--- src/rtl/uart_rx.sv ---
// uart_rx: 8N1 UART receiver with its own oversampling tick generator.
// RxD is brought into the clock domain through a two-flop synchronizer.
// The start bit is validated at its midpoint, and each data bit and the
// stop bit are sampled at their midpoints. A good frame gives a
// one-clock rx_valid strobe; a stop bit sampled low gives a one-clock
// rx_error strobe.
module uart_rx #(
    parameter int TICK_DIV  = 651,  // clk cycles per oversampling tick
    parameter int OSR       = 16,   // oversampling ticks per bit (even, >= 4)
    parameter int DATA_BITS = 8     // data bits per frame, LSB first
) (
    input  logic                 clk,
    input  logic                 reset,
    input  logic                 RxD,
    output logic [DATA_BITS-1:0] rx_data,
    output logic                 rx_valid,
    output logic                 rx_error,
    output logic                 rx_busy
);

    localparam int TICK_W = $clog2(OSR);
    localparam int BIT_W  = $clog2(DATA_BITS + 1);

    localparam logic [2:0] S_IDLE  = 3'd0;
    localparam logic [2:0] S_START = 3'd1;
    localparam logic [2:0] S_DATA  = 3'd2;
    localparam logic [2:0] S_STOP  = 3'd3;
    localparam logic [2:0] S_BREAK = 3'd4;

    localparam logic [TICK_W-1:0] MID_START = TICK_W'(OSR / 2 - 1);
    localparam logic [TICK_W-1:0] LAST_TICK = TICK_W'(OSR - 1);
    localparam logic [BIT_W-1:0]  LAST_BIT  = BIT_W'(DATA_BITS - 1);

    logic [15:0]          div_cnt;
    logic                 tick;
    logic                 rxd_m;
    logic                 rxd_s;
    logic [2:0]           state;
    logic [TICK_W-1:0]    tick_cnt;
    logic [BIT_W-1:0]     bit_cnt;
    logic [DATA_BITS-1:0] shift_reg;

    // Free-running divider. tick is high for one clk each time it wraps to zero.
    // NOTE: all sequential state uses non-blocking (<=) assignments so every
    // flop samples values from before the edge, whatever order the blocks run in.
    always_ff @(posedge clk) begin
        if (reset)
            div_cnt <= '0;
        else if (div_cnt == 16'(TICK_DIV - 1))
            div_cnt <= '0;
        else
            div_cnt <= div_cnt + 16'd1;
    end

    assign tick = (div_cnt == '0);

    // Two-flop synchronizer for the asynchronous line. It resets to the idle
    // level so that reset never looks like a start bit.
    always_ff @(posedge clk) begin
        if (reset) begin
            rxd_m <= 1'b1;
            rxd_s <= 1'b1;
        end else begin
            rxd_m <= RxD;
            rxd_s <= rxd_m;
        end
    end

    // Frame FSM. It moves only on ticks; the strobes are cleared on every
    // other clock, so each strobe lasts exactly one clk.
    always_ff @(posedge clk) begin
        if (reset) begin
            state     <= S_IDLE;
            tick_cnt  <= '0;
            bit_cnt   <= '0;
            shift_reg <= '0;
            rx_data   <= '0;
            rx_valid  <= 1'b0;
            rx_error  <= 1'b0;
        end else begin
            rx_valid <= 1'b0;
            rx_error <= 1'b0;
            if (tick) begin
                case (state)
                    S_IDLE: begin
                        if (!rxd_s) begin
                            state    <= S_START;
                            tick_cnt <= '0;
                            bit_cnt  <= '0;
                        end
                    end
                    S_START: begin
                        if (tick_cnt == MID_START) begin
                            tick_cnt <= '0;
                            // A line that is high again at mid start bit was a glitch.
                            state    <= rxd_s ? S_IDLE : S_DATA;
                        end else begin
                            tick_cnt <= tick_cnt + 1'b1;
                        end
                    end
                    S_DATA: begin
                        if (tick_cnt == LAST_TICK) begin
                            tick_cnt  <= '0;
                            shift_reg <= {rxd_s, shift_reg[DATA_BITS-1:1]};
                            bit_cnt   <= bit_cnt + 1'b1;
                            if (bit_cnt == LAST_BIT)
                                state <= S_STOP;
                        end else begin
                            tick_cnt <= tick_cnt + 1'b1;
                        end
                    end
                    S_STOP: begin
                        if (tick_cnt == LAST_TICK) begin
                            tick_cnt <= '0;
                            // The FSM leaves at mid stop bit so that a start bit
                            // directly after the stop bit is still caught.
                            if (rxd_s) begin
                                rx_data  <= shift_reg;
                                rx_valid <= 1'b1;
                                state    <= S_IDLE;
                            end else begin
                                rx_error <= 1'b1;
                                state    <= S_BREAK;
                            end
                        end else begin
                            tick_cnt <= tick_cnt + 1'b1;
                        end
                    end
                    S_BREAK: begin
                        // A line held low stays here, so it cannot be taken
                        // as a string of new start bits.
                        if (rxd_s)
                            state <= S_IDLE;
                    end
                    default: state <= S_IDLE;
                endcase
            end
        end
    end

    assign rx_busy = (state == S_START) || (state == S_DATA) || (state == S_STOP);

endmodule

--- config.mk ---
export PLATFORM = sky130hd
export DESIGN_NAME = uart_rx
export DESIGN_NICKNAME = d
export VERILOG_FILES = /design/src/rtl/uart_rx.sv
export SDC_FILE = /design/constraint.sdc
export NUM_CORES = 1
export LEC_CHECK = 0
export CAP_MARGIN = 5
export CORE_UTILIZATION = 56
export CTS_CLUSTER_SIZE = 25
export DETAILED_ROUTE_END_ITERATION = 12
export GPL_ROUTABILITY_DRIVEN = 0
export HOLD_SLACK_MARGIN = 0.06
export PLACE_DENSITY = 0.76
export SLEW_MARGIN = 20
export SYNTH_ARGS = -nofsm -noshare
export SYNTH_HDL_FRONTEND = slang
export SYNTH_SLANG_ARGS = --single-unit
--- constraint.sdc ---
create_clock -name clk -period 5.2 [get_ports clk]
set_clock_uncertainty 0.05 [all_clocks]
set_input_delay 0.52 -clock clk [delete_from_list [all_inputs] [get_ports clk]]
set_output_delay 0.52 -clock clk [all_outputs]
set_load 0.01 [all_outputs]
==> results of run 1 <==
## report_power, final
part           internal (mW)  total, mW  switching [mW]
logic                 0.0201     0.0499          0.0298
registers              0.363      0.369         0.00566
clock network          0.145      0.272           0.127
## cell usage after synthesis, drive strengths merged (2+ instances only)
cell     n
a21oi    9
a311o    2
and3     3
and4     3
buf      3
clkbuf  11
dfxtp   47
ha       5
inv      5
mux2     3
mux2i   17
nand2    4
nand2b  21
nand3   10
nand4    7
nand4b   3
nor2    21
nor2b    2
nor3    13
nor3b    2
nor4     3
nor4b    2
o21ai    6
o31ai    2
or2      5
or3      4
or4      3
xnor2    7
xor2     6
## layout by cell type, fill, tap and decap left out, types with 6 or more instances in the layout
master,count
nand3_1,10
nand4_1,6
clkdlybuf4s50_1,13
nor2_1,21
xnor2_1,7
a21oi_1,9
mux2i_1,17
nand2b_1,21
nor3_1,13
xor2_1,6
dfxtp_1,47
o21ai_0,6
## cell type report
| class | count | area [sq um] |
|---|---|---|
| fill | 319 | 1260 |
| multi-input combinational | 171 | 1210 |
| sequential | 47 | 941 |
| timing repair buffer | 14 | 138 |
| clock buffer | 5 | 68.8 |
| tap | 48 | 60.1 |
| clock inverter | 3 | 46.3 |
| inverter | 5 | 18.8 |
## worst reg2reg max path: stages (launching register included)
cell and delay [ns]:
dfxtp_1 0.38, nor4_2 0.43, nand4_2 0.38, or4_4 0.69, mux2_4 0.31
## per-stage QoR
step	utilization (%)	hold WS, ns	instances
final	66.3	0.369	293
after global routing	66.3	0.390	293
after CTS	66.3	0.375	293
after detailed placement	63.2	0.353	285
after global placement	63.2	0.343	285
after floorplan	-	0.339	237
## path summary, 6_finish.rpt
kind | from | end | slack, ns | cells past startpoint
max | state[0] | rx_busy | 2.85 | 3
min | rxd_m | rxd_s | 0.37 | 1
max reg2reg | div_cnt[11] | state[0] | 2.86 | 4
min reg2reg | rxd_m | rxd_s | 0.37 | 1
## per-layer routing
layer  track usage, %  vias up  part of all wire (%)
met5                0        -                     0
met4             6.79        0                   1.4
met3             4.75        7                   4.4
met2             32.6       40                    45
met1             29.0      816                    49
li1                 -      862                     -
## kinds of logic (layout without fill, tap and decap cells)
kind of cell | Yosys count | after routing | synth area share (%)
DFF | 47 | 47 | 42.3
AOI/OAI and AO/OA | 26 | 26 | 7.76
buffers and inverters | 19 | 27 | 3.37
and+or+nand+nor | 107 | 107 | 29.2
adders and majority gates | 5 | 5 | 2.81
muxes | 20 | 20 | 9.50
xor gates and xnor gates | 13 | 13 | 5.12
==> reports/results.txt, run 1 <==
Largest cells by area after synthesis - dfxtp_1 (42%), mux2i_1 (7.6%), nand2b_1 (5.9%), nor2_1 (3.5%), nor3_1 (2.9%)
Mapped Nets - 245
Initial Util - 59.5%
Synth warn - 0
Num ports - 14
Top cell by count, worst path - nor2_1
EDFF count, synth - 0
Worst-Skew Late Latency - 0.30 ns
Final setup TNS - 0 ns
Crit start category - register
P_leak - 0.904 nW
Pwr dens - 278 nW/um^2
Area Growth Syn to Fin - 11.5%
ANT cells - 0
Clock root cell - clkbuf_8
Maximum vdd ir drop - 0.252 mV
Slowest stage delay, CP - 0.56 ns
RSZ-0062 raised after global routing - no
Max reg flops - 16
Post-CTS Setup Bufs - 0
Worst Path Buf+Inv - 1
Row Count - 22
WL/cell - 14.1 um
Hold Fails Final Rpt - 0
CTS Buffer Depth - 2
TritonRoute pass-1 iters - 4
Fraction of layout cells with a size suffix above 1 - 9.39%
Via count - 1,725
Vias/cell - 5.89
Nets - 252
Placed standard-cell area - 2370 sq um
Pwr Total - 0.691 mW
Post-Syn Instances - 237
Antenna violations before repair - 0
Synth cell types - 42
Data required, critical path - 4.63 ns
Design area - 2480 sq um
CP delay by family, top - flip-flops
Critical path type - reg -> out
Worst-Margin Slew - 0.850 ns
Residual DRC - 0
Period utilisation layout - 45.1%
First-pass GRT wire length - 6920 um
FF+latch count, synth - 47
Worst setup EP type - primary output
Endpoints failing setup - 0
ANT nets after route - 0
Htree depth - 2
CTS buffer count - 5
Synth area leader - dfxtp_1
Post-DP HPWL - 2780 um
Run status - finished clean
CTS tree - built
Post-CTS sizing - 0
Die H - 65.0 um
Max Cap Viol - 0
Worst slew margin - 41.9%
Number of global-route vias before repair - 1,472
Sequential area share after synthesis - 42.3%
Minimum clock period after layout - 2.35 ns
Worst-path clk slew - 0.09 ns
Worst path cell trace - nor2_1 -> nor2_1 -> clkdlybuf4s50_1
Syn_area_per_cell - 9.39 sq um
Max-slew violation count - 0
Post-synth top area share - 42.3%
CP arrival - 1.78 ns
Mapped cell area - 2230 sq um
Die Width - 65.0 um
Slowest CP cell - dfxtp_1
Die ar. - 4230 sq um
Worst-path maximum fanout - 11
Port Buffer Count - 13
Async set or reset register ratio after synthesis - 0%
CORE AREA - 3740 sq um
Clock tree sinks - 47
DRT iter0 DRCs - 164
Hold Path Class - reg -> reg
Max frequency - 0.426 GHz
GRT Total Usage - 21.1%
# hold bufs at CTS - 0
Largest net degree at the start of global routing - 37
Setup slack after placement - 2.88 ns
Setup WS post-layout - 2.85 ns
Main synth FF type - dfxtp_1
Routed WL - 4140 um
Overflow left after global routing - 0
(Power assumes the default switching activity.)
==> inputs of run 2 (changes only) <==
- CORE_UTILIZATION: 56 -> 52
- PLACE_DENSITY: 0.76 -> 0.74
- clock period: 5.2 -> 1.98 ns (I/O delays scaled with it)
==> reports/results.txt, run 2 (synthesized netlist as in run 1, its figures left out) <==
Run status - finished clean
Hold path depth - 1 (unchanged)
Hold Fails Final Rpt - 0 (unchanged)
Clock Power Share - 41.5% (+2.2 points)
Worst Setup SP - div_cnt[0]
P_leak - 1.08 nW (+19%)
Worst path cell trace - inv_2 -> ha_1 -> nor4b_4 -> nand4_2 -> or4_4 -> mux2_4
Slowest stage delay, CP - 0.50 ns (-0.06 ns)
Row Count - 23 (+4.5%)
Commonest cells after routing, fill and taps aside - dfxtp_1 (45), buf_4 (25), nand2b_1 (21)
Worst-path maximum fanout - 5 (-6)
Die H - 67.4 um (+3.7%)
Seq pwr share - 48.7% (-4.7 points)
CTS tree - built
Worst-Skew Late Latency - 0.30 ns (about the same)
Reg2reg start - div_cnt[0]
Fraction of layout cells with a size suffix above 1 - 21.0% (+12 points)
Antenna violations before repair - 0 (unchanged)
Worst reg2reg path depth - 6 (+2)
Crit start category - register
Max Cap Viol - 0 (unchanged)
Commonest non-fill, non-tap cell in the layout - dfxtp_1
Num ports - 14 (unchanged)
Max-slew violation count - 0 (unchanged)
Worst-Margin Slew - 0.544 ns (-0.306 ns)
WL/cell - 13.6 um (-3.7%)
CP arrival - 2.06 ns (+0.28 ns)
Htree depth - 2 (unchanged)
Routed WL - 4370 um (+5.5%)
Hold path startpoint - rxd_m
Maximum vdd ir drop - 0.442 mV (+76%)
First-pass GRT wire length - 7070 um (+2.2%)
Hold Path Class - reg -> reg
Die ar. - 4550 sq um (+7.5%)
Critical path type - reg -> reg
Clock tree sinks - 47 (unchanged)
Internal - 1.55 mW (+190%)
ANT cells - 0 (unchanged)
DRT iter0 DRCs - 151 (-7.9%)
Vias/cell - 5.45 (-7.4%)
Worst slew margin - 63.7% (+22 points)
Core Util, Final - 68.1% (+1.8 points)
Post-DP HPWL - 3110 um (+12%)
Slowest CP cell - or4_4
Die Width - 67.4 um (+3.7%)
Most Crowded Layer GR - met2
Overflow left after global routing - 0 (unchanged)
# hold bufs at CTS - 0 (unchanged)
Net Sw Frac - 21.2% (-2.3 points)
Pwr dens - 714 nW/um^2 (+160%)
Worst setup EP type - register
Worst Hold End - rxd_s
Grt met3 use - 4.56% (-0.19 points)
Nets - 278 (+10%)
Met2 GRT Util - 34.1% (+1.6 points)
CP delay by family, top - simple AND/OR/NAND/NOR gates
Final setup TNS - 0 ns (unchanged)
CTS Buffer Depth - 2 (unchanged)
ANT nets after route - 0 (unchanged)
Worst-path clk slew - 0.08 ns (about the same)
Largest net degree at the start of global routing - 37 (unchanged)
Initial Util - 54.9% (-4.6 points)
Data required, critical path - 2.13 ns (-2.50 ns)
CORE AREA - 4060 sq um (+8.4%)
Max reg flops - 16 (unchanged)
Switch Pwr - 0.419 mW (+160%)
Max frequency - 0.524 GHz
CTS buffer count - 5 (unchanged)
Number of global-route vias before repair - 1,617 (+9.9%)
Port Buffer Count - 13 (unchanged)
TritonRoute pass-1 iters - 4 (unchanged)
Pwr Total - 1.97 mW (+190%)
Area Growth Syn to Fin - 24.2%
Period utilisation layout - 96.4%
Clock root cell - clkbuf_8
Crit Reg-Reg Endpoint - state[0]
Worst Path Buf+Inv - 1 (unchanged)
Via count - 1,750 (+1.4%)
Minimum clock period after layout - 1.91 ns
Filler cells - 338 (+6.0%)
Worst reg2reg setup slack - 0.07 ns (-2.79 ns)
Endpoints failing setup - 0 (unchanged)
Met1 Use GR - 26.4% (-2.6 points)
Combinational share of power - 9.8% (+2.6 points)
GRT Total Usage - 20.9% (-0.18 points)
Residual DRC - 0 (unchanged)
run 2: changes by cell type in the layout (fill, tap and decap cells not counted), sizes merged:
| cell | change |
|---|---|
| buf | +26 |
| clkinvlp | -1 |
| clkbuf | +1 |
| bufinv | +1 |
| inv | -1 |
run 2: routing by layer:
metal	wire length, um	part of all wire [%]	vias to the layer above
li1	-	-	907
met1	2140	49	817
met2	2080	48	22
met3	124	2.8	4
met4	20	0.46	0
met5	0	0	-
run 2: worst register-to-register path: cells and delay by family, from the launching register on:
kind | cells | cell delay, ns
buffers and inverters | 1 | 0.06
flip-flops | 1 | 0.33
adder cells (fa/ha/maj) | 1 | 0.14
multiplexers | 1 | 0.31
AND/OR/NAND/NOR | 3 | 0.92
run 2: worst max-delay path by stage:
stage | to | slack, ns | depth (start not counted)
after global placement | state[1] | 0.08 | 6
after global routing | state[0] | -0.01 | 6
final | state[0] | 0.07 | 6
after floorplan | state[0] | 0.11 | 6
after detailed placement | bit_cnt[0] | 0.05 | 7
after CTS | bit_cnt[0] | 0.008 | 5
run 2: area by class of cell:
type / instances / area [sq um] / area share (%)
clock buffers: 6 / 72.6 / 2.63
clock inverters: 2 / 60.1 / 2.17
inverters: 5 / 18.8 / 0.679
multi-input cells: 171 / 1260 / 45.5
flip-flops and latches: 47 / 943 / 34.1
well taps: 50 / 62.6 / 2.26
repair buffers: 40 / 349 / 12.6
run 2: metrics by stage:
stage	hold WS, ns	instances	worst slack [ns]	cell area [sq um]
floorplan	0.252	237	0.112	2230
global placement	0.342	312	0.0823	2570
detailed placement	0.351	312	0.0452	2570
CTS	0.372	320	0.00830	2710
global route	0.389	321	-0.0103	2760
finish	0.369	321	0.0711	2760
run 2: power groups by stage:
stage | logic (mW) | clock network, mW | registers, mW
after floorplan | 0.108 | 0 | 0.983
after global placement | 0.173 | 0 | 0.982
after detailed placement | 0.176 | 0 | 0.982
after CTS | 0.179 | 0.830 | 0.960
after global routing | 0.212 | 0.870 | 0.962
final | 0.194 | 0.818 | 0.961
run 2: repair_timing:
item | 4_1_cts | 5_1_grt
setup buffers | 0 | 1
gates resized for setup | 1 | 13
endpoints found under the setup margin | 1 | 5
